## config.mk

```make
export PLATFORM = sky130hd
export DESIGN_NAME = cnt_updn_mod_flat
export DESIGN_NICKNAME = d
export VERILOG_FILES = /design/src/rtl/cnt_updn_mod_if.sv /design/src/rtl/cnt_updn_mod.sv /design/src/flat_wrapper.sv
export SDC_FILE = /design/constraint.sdc
export NUM_CORES = 1
export LEC_CHECK = 0
export ABC_AREA = 1
export CELL_PAD_IN_SITES_DETAIL_PLACEMENT = 0
export CELL_PAD_IN_SITES_GLOBAL_PLACEMENT = 2
export CORE_UTILIZATION = 20
export CTS_CLUSTER_SIZE = 12
export DETAILED_ROUTE_END_ITERATION = 8
export GPL_ROUTABILITY_DRIVEN = 0
export MAX_ROUTING_LAYER = met4
export PLACE_DENSITY_LB_ADDON = 0.1
export SLEW_MARGIN = 10
export SYNTH_ARGS = -nofsm -noshare
export SYNTH_HDL_FRONTEND = slang
export SYNTH_SLANG_ARGS = --single-unit
```

## constraint.sdc

```tcl
create_clock -name Clk -period 2.23 [get_ports Clk]
set_input_delay 0.223 -clock Clk [delete_from_list [all_inputs] [get_ports Clk]]
set_output_delay 0.223 -clock Clk [all_outputs]
set_load 0.01 [all_outputs]
```

## src/rtl/cnt_updn_mod_if.sv

```systemverilog
`default_nettype none
// ============================================================================
// Module      : cnt_updn_mod_if
// Description : Control and status bundle for the up/down modulo counter.
//               The master side drives enable, load, direction, limit mode
//               and load value; the slave side (the counter) returns the
//               count, terminal-count flag and event pulses.
// Revision    : 1.0 - initial release
// ============================================================================
interface cnt_updn_mod_if #(
   parameter int N = 4
);
   logic         en;
   logic         ld;
   logic         up;
   logic         sat;
   logic [N-1:0] D;
   logic [N-1:0] q;
   logic         tc;
   logic         wrap;
   logic         ld_err;

   modport master (
      output en, ld, up, sat, D,
      input  q, tc, wrap, ld_err
   );

   modport slave (
      input  en, ld, up, sat, D,
      output q, tc, wrap, ld_err
   );
endinterface
`default_nettype wire

```

## src/rtl/cnt_updn_mod.sv

```systemverilog
`default_nettype none
// ============================================================================
// Module      : cnt_updn_mod
// Description : Parametrised up/down modulo counter over 0..MOD-1 with
//               synchronous load (out-of-range loads clamp to MOD-1),
//               wrap or saturate at the limits, combinational terminal
//               count and registered one-cycle wrap / load-error pulses.
// Revision    : 1.0 - initial release
// ============================================================================
module cnt_updn_mod #(
   parameter int              N   = 4,
   parameter longint unsigned MOD = 64'd1 << N
) (
   input  wire              Clk,
   input  wire              reset,
   cnt_updn_mod_if.slave    bus
);

   // Elaboration-time legality checks on the configuration.
   if (N < 1 || N > 32) begin : g_bad_width
      $error("cnt_updn_mod: N=%0d outside 1..32", N);
   end
   if (MOD < 64'd2 || MOD > (64'd1 << N)) begin : g_bad_mod
      $error("cnt_updn_mod: MOD=%0d outside 2..2**N", MOD);
   end

   // Upper limit held in N+1 bits so that MOD=2**N still compares cleanly.
   localparam longint unsigned LIM_FULL = MOD - 64'd1;
   localparam logic [N:0]      MOD_MAX  = LIM_FULL[N:0];

   logic [N-1:0] q_r;
   logic         wrap_r;
   logic         ld_err_r;

   logic [N-1:0] q_nxt;
   logic         wrap_nxt;
   logic         ld_err_nxt;

   logic [N:0]   q_ext;
   logic [N:0]   d_ext;
   logic         at_max;
   logic         at_zero;
   logic         d_over;

   assign q_ext   = {1'b0, q_r};
   assign d_ext   = {1'b0, bus.D};
   assign at_max  = (q_ext == MOD_MAX);
   assign at_zero = (q_ext == '0);
   assign d_over  = (d_ext > MOD_MAX);

   // Next-state selection: load beats counting, limits are tested before
   // stepping so the count never leaves 0..MOD-1.
   always_comb begin
      q_nxt      = q_r;
      wrap_nxt   = 1'b0;
      ld_err_nxt = 1'b0;
      if (bus.en) begin
         if (bus.ld) begin
            if (d_over) begin
               q_nxt      = MOD_MAX[N-1:0];
               ld_err_nxt = 1'b1;
            end else begin
               q_nxt = bus.D;
            end
         end else if (bus.up) begin
            if (at_max) begin
               if (!bus.sat) begin
                  q_nxt    = '0;
                  wrap_nxt = 1'b1;
               end
            end else begin
               q_nxt = q_r + N'(1);
            end
         end else begin
            if (at_zero) begin
               if (!bus.sat) begin
                  q_nxt    = MOD_MAX[N-1:0];
                  wrap_nxt = 1'b1;
               end
            end else begin
               q_nxt = q_r - N'(1);
            end
         end
      end
   end

   // Count and pulse registers; reset clears everything and suppresses pulses.
   always_ff @(posedge Clk) begin
      if (reset) begin
         q_r      <= '0;
         wrap_r   <= 1'b0;
         ld_err_r <= 1'b0;
      end else begin
         q_r      <= q_nxt;
         wrap_r   <= wrap_nxt;
         ld_err_r <= ld_err_nxt;
      end
   end

   // Terminal count follows the current direction with no register delay.
   always_comb begin
      bus.tc = bus.up ? at_max : at_zero;
   end

   assign bus.q      = q_r;
   assign bus.wrap   = wrap_r;
   assign bus.ld_err = ld_err_r;

endmodule
`default_nettype wire
```

## src/flat_wrapper.sv

```systemverilog
// flat-port wrapper written by rule: the top's interface ports become plain ports
module cnt_updn_mod_flat 
#(
   parameter int              N   = 4,
   parameter longint unsigned MOD = 64'd1 << N
)
  (Clk, reset, bus_en, bus_ld, bus_up, bus_sat, bus_D, bus_q, bus_tc, bus_wrap, bus_ld_err);
  cnt_updn_mod_if #(.N(N)) bus_i ();
  input  wire Clk;
  input  wire reset;
  input wire logic [$bits(bus_i.en)-1:0] bus_en;
  input wire logic [$bits(bus_i.ld)-1:0] bus_ld;
  input wire logic [$bits(bus_i.up)-1:0] bus_up;
  input wire logic [$bits(bus_i.sat)-1:0] bus_sat;
  input wire logic [$bits(bus_i.D)-1:0] bus_D;
  output wire logic [$bits(bus_i.q)-1:0] bus_q;
  output wire logic [$bits(bus_i.tc)-1:0] bus_tc;
  output wire logic [$bits(bus_i.wrap)-1:0] bus_wrap;
  output wire logic [$bits(bus_i.ld_err)-1:0] bus_ld_err;
  assign bus_i.en = bus_en;
  assign bus_i.ld = bus_ld;
  assign bus_i.up = bus_up;
  assign bus_i.sat = bus_sat;
  assign bus_i.D = bus_D;
  assign bus_q = bus_i.q;
  assign bus_tc = bus_i.tc;
  assign bus_wrap = bus_i.wrap;
  assign bus_ld_err = bus_i.ld_err;
  cnt_updn_mod #(.N(N), .MOD(MOD)) u_core (.Clk(Clk), .reset(reset), .bus(bus_i));
endmodule
```

-- After elaboration in Yosys (flattened, before gate mapping)
Index checks and enable logic that the tools add are counted.
- RAM bits: 0
- bits in registers: 6
- output and inout port bits: 7
- logic and storage cells: 28
- memory bits (read-only): 0
- latch bits: 0
- bits of input ports: 10
- memories kept: 0
- eq/ne operators: 3
- $lt $le $gt $ge: 1
- shift operators: 0
- bitwise operators: 2
- divide/modulo/power cells: 0
- multiplexer cells: 13
- reduce and logical (&&, ||, !) cells: 4
- $add $sub $neg: 2
- multipliers: 0
- operators by type and width (operator ; number):
    $mux 4 ; 7
    $ne 4x4->1 const B ; 2
    $mux 1 ; 6
    $reduce_or 3->1 ; 2
    $logic_not 5->1 ; 1
    $add 4x1->4 const B ; 1
    $eq 4x4->1 const B ; 1
    $gt 4x4->1 const B ; 1
    $sub 4x1->4 const B ; 1
    $reduce_and 3->1 ; 1
    $not 1->1 ; 2

-- Longest topological paths before layout
- depth after elaboration: 4
- depth in mapped cells: 8
- depth with buffers taken out: 8

-- Worst setup path after synthesis
Ideal clock, no wire load.
- kind: register -> register
- start: reg u_core.q_r[0] (netlist: u_core.bus.q[0])
- end: reg u_core.q_r[1] (netlist: u_core.bus.q[1])
- clock period less this slack: 1.351 ns
- cell stages (with the launch flop): 7
- setup time: 0.070 ns
- data arrival time: 1.282 ns
- path buffers: 0
- path slack: 0.879 ns
- cell sequence: dfxtp_1 inv_1 ha_1 xor2_1 o21ai_0 o21ai_0 a21oi_1
- cells in the longest elaborated chain, start to end: 4
- elaborated cells on any way between the ends: 11
- those cells by class: add/sub: 2; eq/ne: 3; mux: 4; reduce/logical: 2
- RTL lines (what ; RTL line ; text):
    start: declaration ; cnt_updn_mod.sv:31 ; logic [N-1:0] q_r;
    start signal: assignment ; cnt_updn_mod.sv:94 ; q_r <= q_nxt;
    $sub 4x1->4, or another cell as far along ; cnt_updn_mod.sv:81 ; q_nxt = q_r - N'(1);
    $mux 4, on equally long branches ; cnt_updn_mod.sv:75, cnt_updn_mod.sv:66 ;
    $mux 4 ; cnt_updn_mod.sv:65 ; end else if (bus.up) begin
    $mux 4 ; cnt_updn_mod.sv:58 ; if (bus.ld) begin
Parallel ways exist; a longest one is shown, timed or not.
A chain may end at the register's enable or synchronous reset.

-- Final worst setup path
- start: reg u_core.q_r[0] (netlist: u_core.bus.q[0])
- end: out bus_tc
- cells in the longest elaborated chain, start to end: 2
- elaborated cells on any way between the ends: 3
- those cells by class: eq/ne: 1; mux: 1; reduce/logical: 1
- RTL lines (what ; RTL line ; text):
    $eq 4x4->1 or $logic_not 5->1 (tied branches) ; cnt_updn_mod.sv:47, cnt_updn_mod.sv:48 ;
    $mux 1 (*) ; cnt_updn_mod.sv:102 ; bus.tc = bus.up ? at_max : at_zero;
    end: declaration ; flat_wrapper.sv:17 ; output wire logic [$bits(bus_i.tc)-1:0] bus_tc;
Every way passes the cells marked *; elsewhere a longest branch is shown, timed or not.

==> results.md <==
* Post-synthesis sequential area ratio at 24.0%
* Syn_nets at 83
* IO buf count at 15
* Worst-path maximum fanout at 6
* Fraction of layout cells with a size suffix above 1 at 10.1%
* Fin. Hold Viols at 0
* Multi-input gate area at 268 um2
* RSZ-0062 raised after global routing: false
* Post-route minimum period at 1980 ps
* Finished layout cell area at 619 um2
* Vias in the first global route at 423
* Initial antenna violation count at 0
* Via count at 486
* Ys Warns at 0
* HP Class: reg2reg
* Final Max Slew Viols at 0
* Worst ir drop on vdd at 166 uV
* Boundary pin count at 17
* Worst reg2reg setup slack at 760 ps
* Worst-skew pair later-pin latency at 240 ps
* Post-synthesis mux area share at 0%
* Seq cells post-synth at 5
* WL/cell at 9.17 um
* Max Cap Viol at 0
* Post-Synth Simple-Gate Area at 41.4%
* Leading cell type in the layout, fill and taps excluded: nand2_1
* Syn Area/Cell at 5.87 um2
* Required time of the critical path at 2010 ps
* Post-synthesis xor/xnor area fraction at 4.20%
* Critical path arrival at 1760 ps
* DRT Pass-1 Iters at 4
* Commonest cells after routing, fill and taps aside: 22 x nand2_1, 15 x clkdlybuf4s50_1, 8 x inv_1
* Ant. Diodes at 0
* First-pass GRT wire length at 1.72 mm
* Clock sinks at 5
* Combinational family with the most area after synthesis: simple AND/OR/NAND/NOR gates
* Core area at 1960 um2
* Final Net Count at 102
* Mapped Cells at 71
* GR Util All Layers at 11.5%
* Routed Antenna Nets at 0
* Setup Buffers After CTS at 0
* Initial DRC Count at 10
* Period utilization at 89.0%
* Pwr dens at 513 nW/um2
* Largest net degree at the start of global routing at 9
* Fin cells at 116
* Fill cells at 255
* Clk_skew at 0.468 ps
* Final setup TNS at 0 ps
* Crit end category: output port
* WL final at 1.06 mm
* Status: completed
* Cell row count at 16
* CP Launch Type: flip-flop
* Setup violations, final at 0
* Highest clock rate at 504 MHz
* Initial core utilization at 21.2%
* Die height at 47.6 um
* DR vias/cell at 4.19
* Hold Buf Count CTS at 0
* Placed Instances at 112
* DRC Markers at 0
* Synth cell types at 17
* WS Path Type: reg2out
* Root Driver: clkbuf_4
* Placed Area at 593 um2
* CTS clk-pin slew, worst paths at 40 ps
* Register Area at 100 um2
* Grt ovf at 0
* Post-Synth Adder-Cell Area at 6.01%
* Leakage at 0.000287 uW
* Synthesized area at 417 um2
* Clock buffer depth at 2
* TritonCTS clock tree: yes
* Post-DP HPWL at 850 um
* CTS resizes at 0
* CTS HTree Levels at 1
* Full die area at 2270 um2
* Number of buffers created by CTS at 3
* Die width at 47.6 um
* Hold_ws at 552 ps
* Compound-cell area share of the yosys netlist at 11.7%
* Area delta synth->final at 48.6%
* Finished Core Util at 31.6%
[synth_stat cells]
cell,number,area [um2]
nand2_1,22,82.6
inv_1,8,30.0
nor2_1,7,26.3
nand3_1,6,30.0
dfxtp_1,5,100
o21ai_0,5,25.0
a21oi_1,3,15.0
inv_2,3,11.3
ha_1,2,25.0
nand4_1,2,12.5
xor2_1,2,17.5
a21oi_2,1,8.76
buf_4,1,7.51
conb_1,1,3.75
nand3_2,1,10.0
nor2_2,1,6.26
nor3_1,1,5.00
[logic make-up after synthesis]
logic type	after synthesis
buf+inv	12
fa+ha+maj	2
flops	5
other cells	1
compound gates	9
xor+xnor	2
simple gates	40
[registers in the layout, indices dropped and copies added, names as in the netlist]
signal / count
u_core.bus.wrap: 1
u_core.bus.q: 4
[through the flow]
step / power (uW) / setup WS, ps
global placement: 216 / 435
finish: 318 / 245
floorplan: 165 / 879
detailed placement: 213 / 406
CTS: 324 / 223
global route: 342 / 120
[report_power, final]
part | leakage, uW | switching [uW] | internal [uW]
Combinational | 0.000231 | 50.6 | 51.1
Sequential | 0.0000413 | 11.6 | 96.3
Clock | 0.0000150 | 40.2 | 67.8
[area by class of cell]
cell class | count | share of cell area, %
Multi-Input combinational cell | 54 | 43.2
Timing Repair Buffer | 15 | 24.2
Sequential cell | 5 | 16.2
Inverter | 11 | 6.67
Tap cell | 27 | 5.45
Clock buffer | 4 | 4.24
[critical path, stage by stage (launching register included)]
cell and delay (ps):
dfxtp_1 420, inv_1 120, ha_1 250, nand2_1 100
nand2_1 50, nand2_1 70, inv_1 40, clkdlybuf4s50_1 460
[final timing paths]
| kind | to | depth (start not counted) | start |
|---|---|---|---|
| max | bus_tc | 7 | u_core.bus.q[0] |
| max reg2reg | u_core.bus.q[1] | 6 | u_core.bus.q[0] |
| min reg2reg | u_core.bus.q[1] | 2 | u_core.bus.q[1] |
| min | u_core.bus.q[1] | 2 | u_core.bus.q[1] |
[per-layer routing]
layer  vias to the layer above  wire [um]  track usage, %
met5                         -          0               -
met4                         0          0            8.33
met3                         0         29            2.26
met2                         8        485            15.3
met1                       219        549            15.2
li1                        259          -               -
No activity file was read; power rests on OpenSTA's default activity.
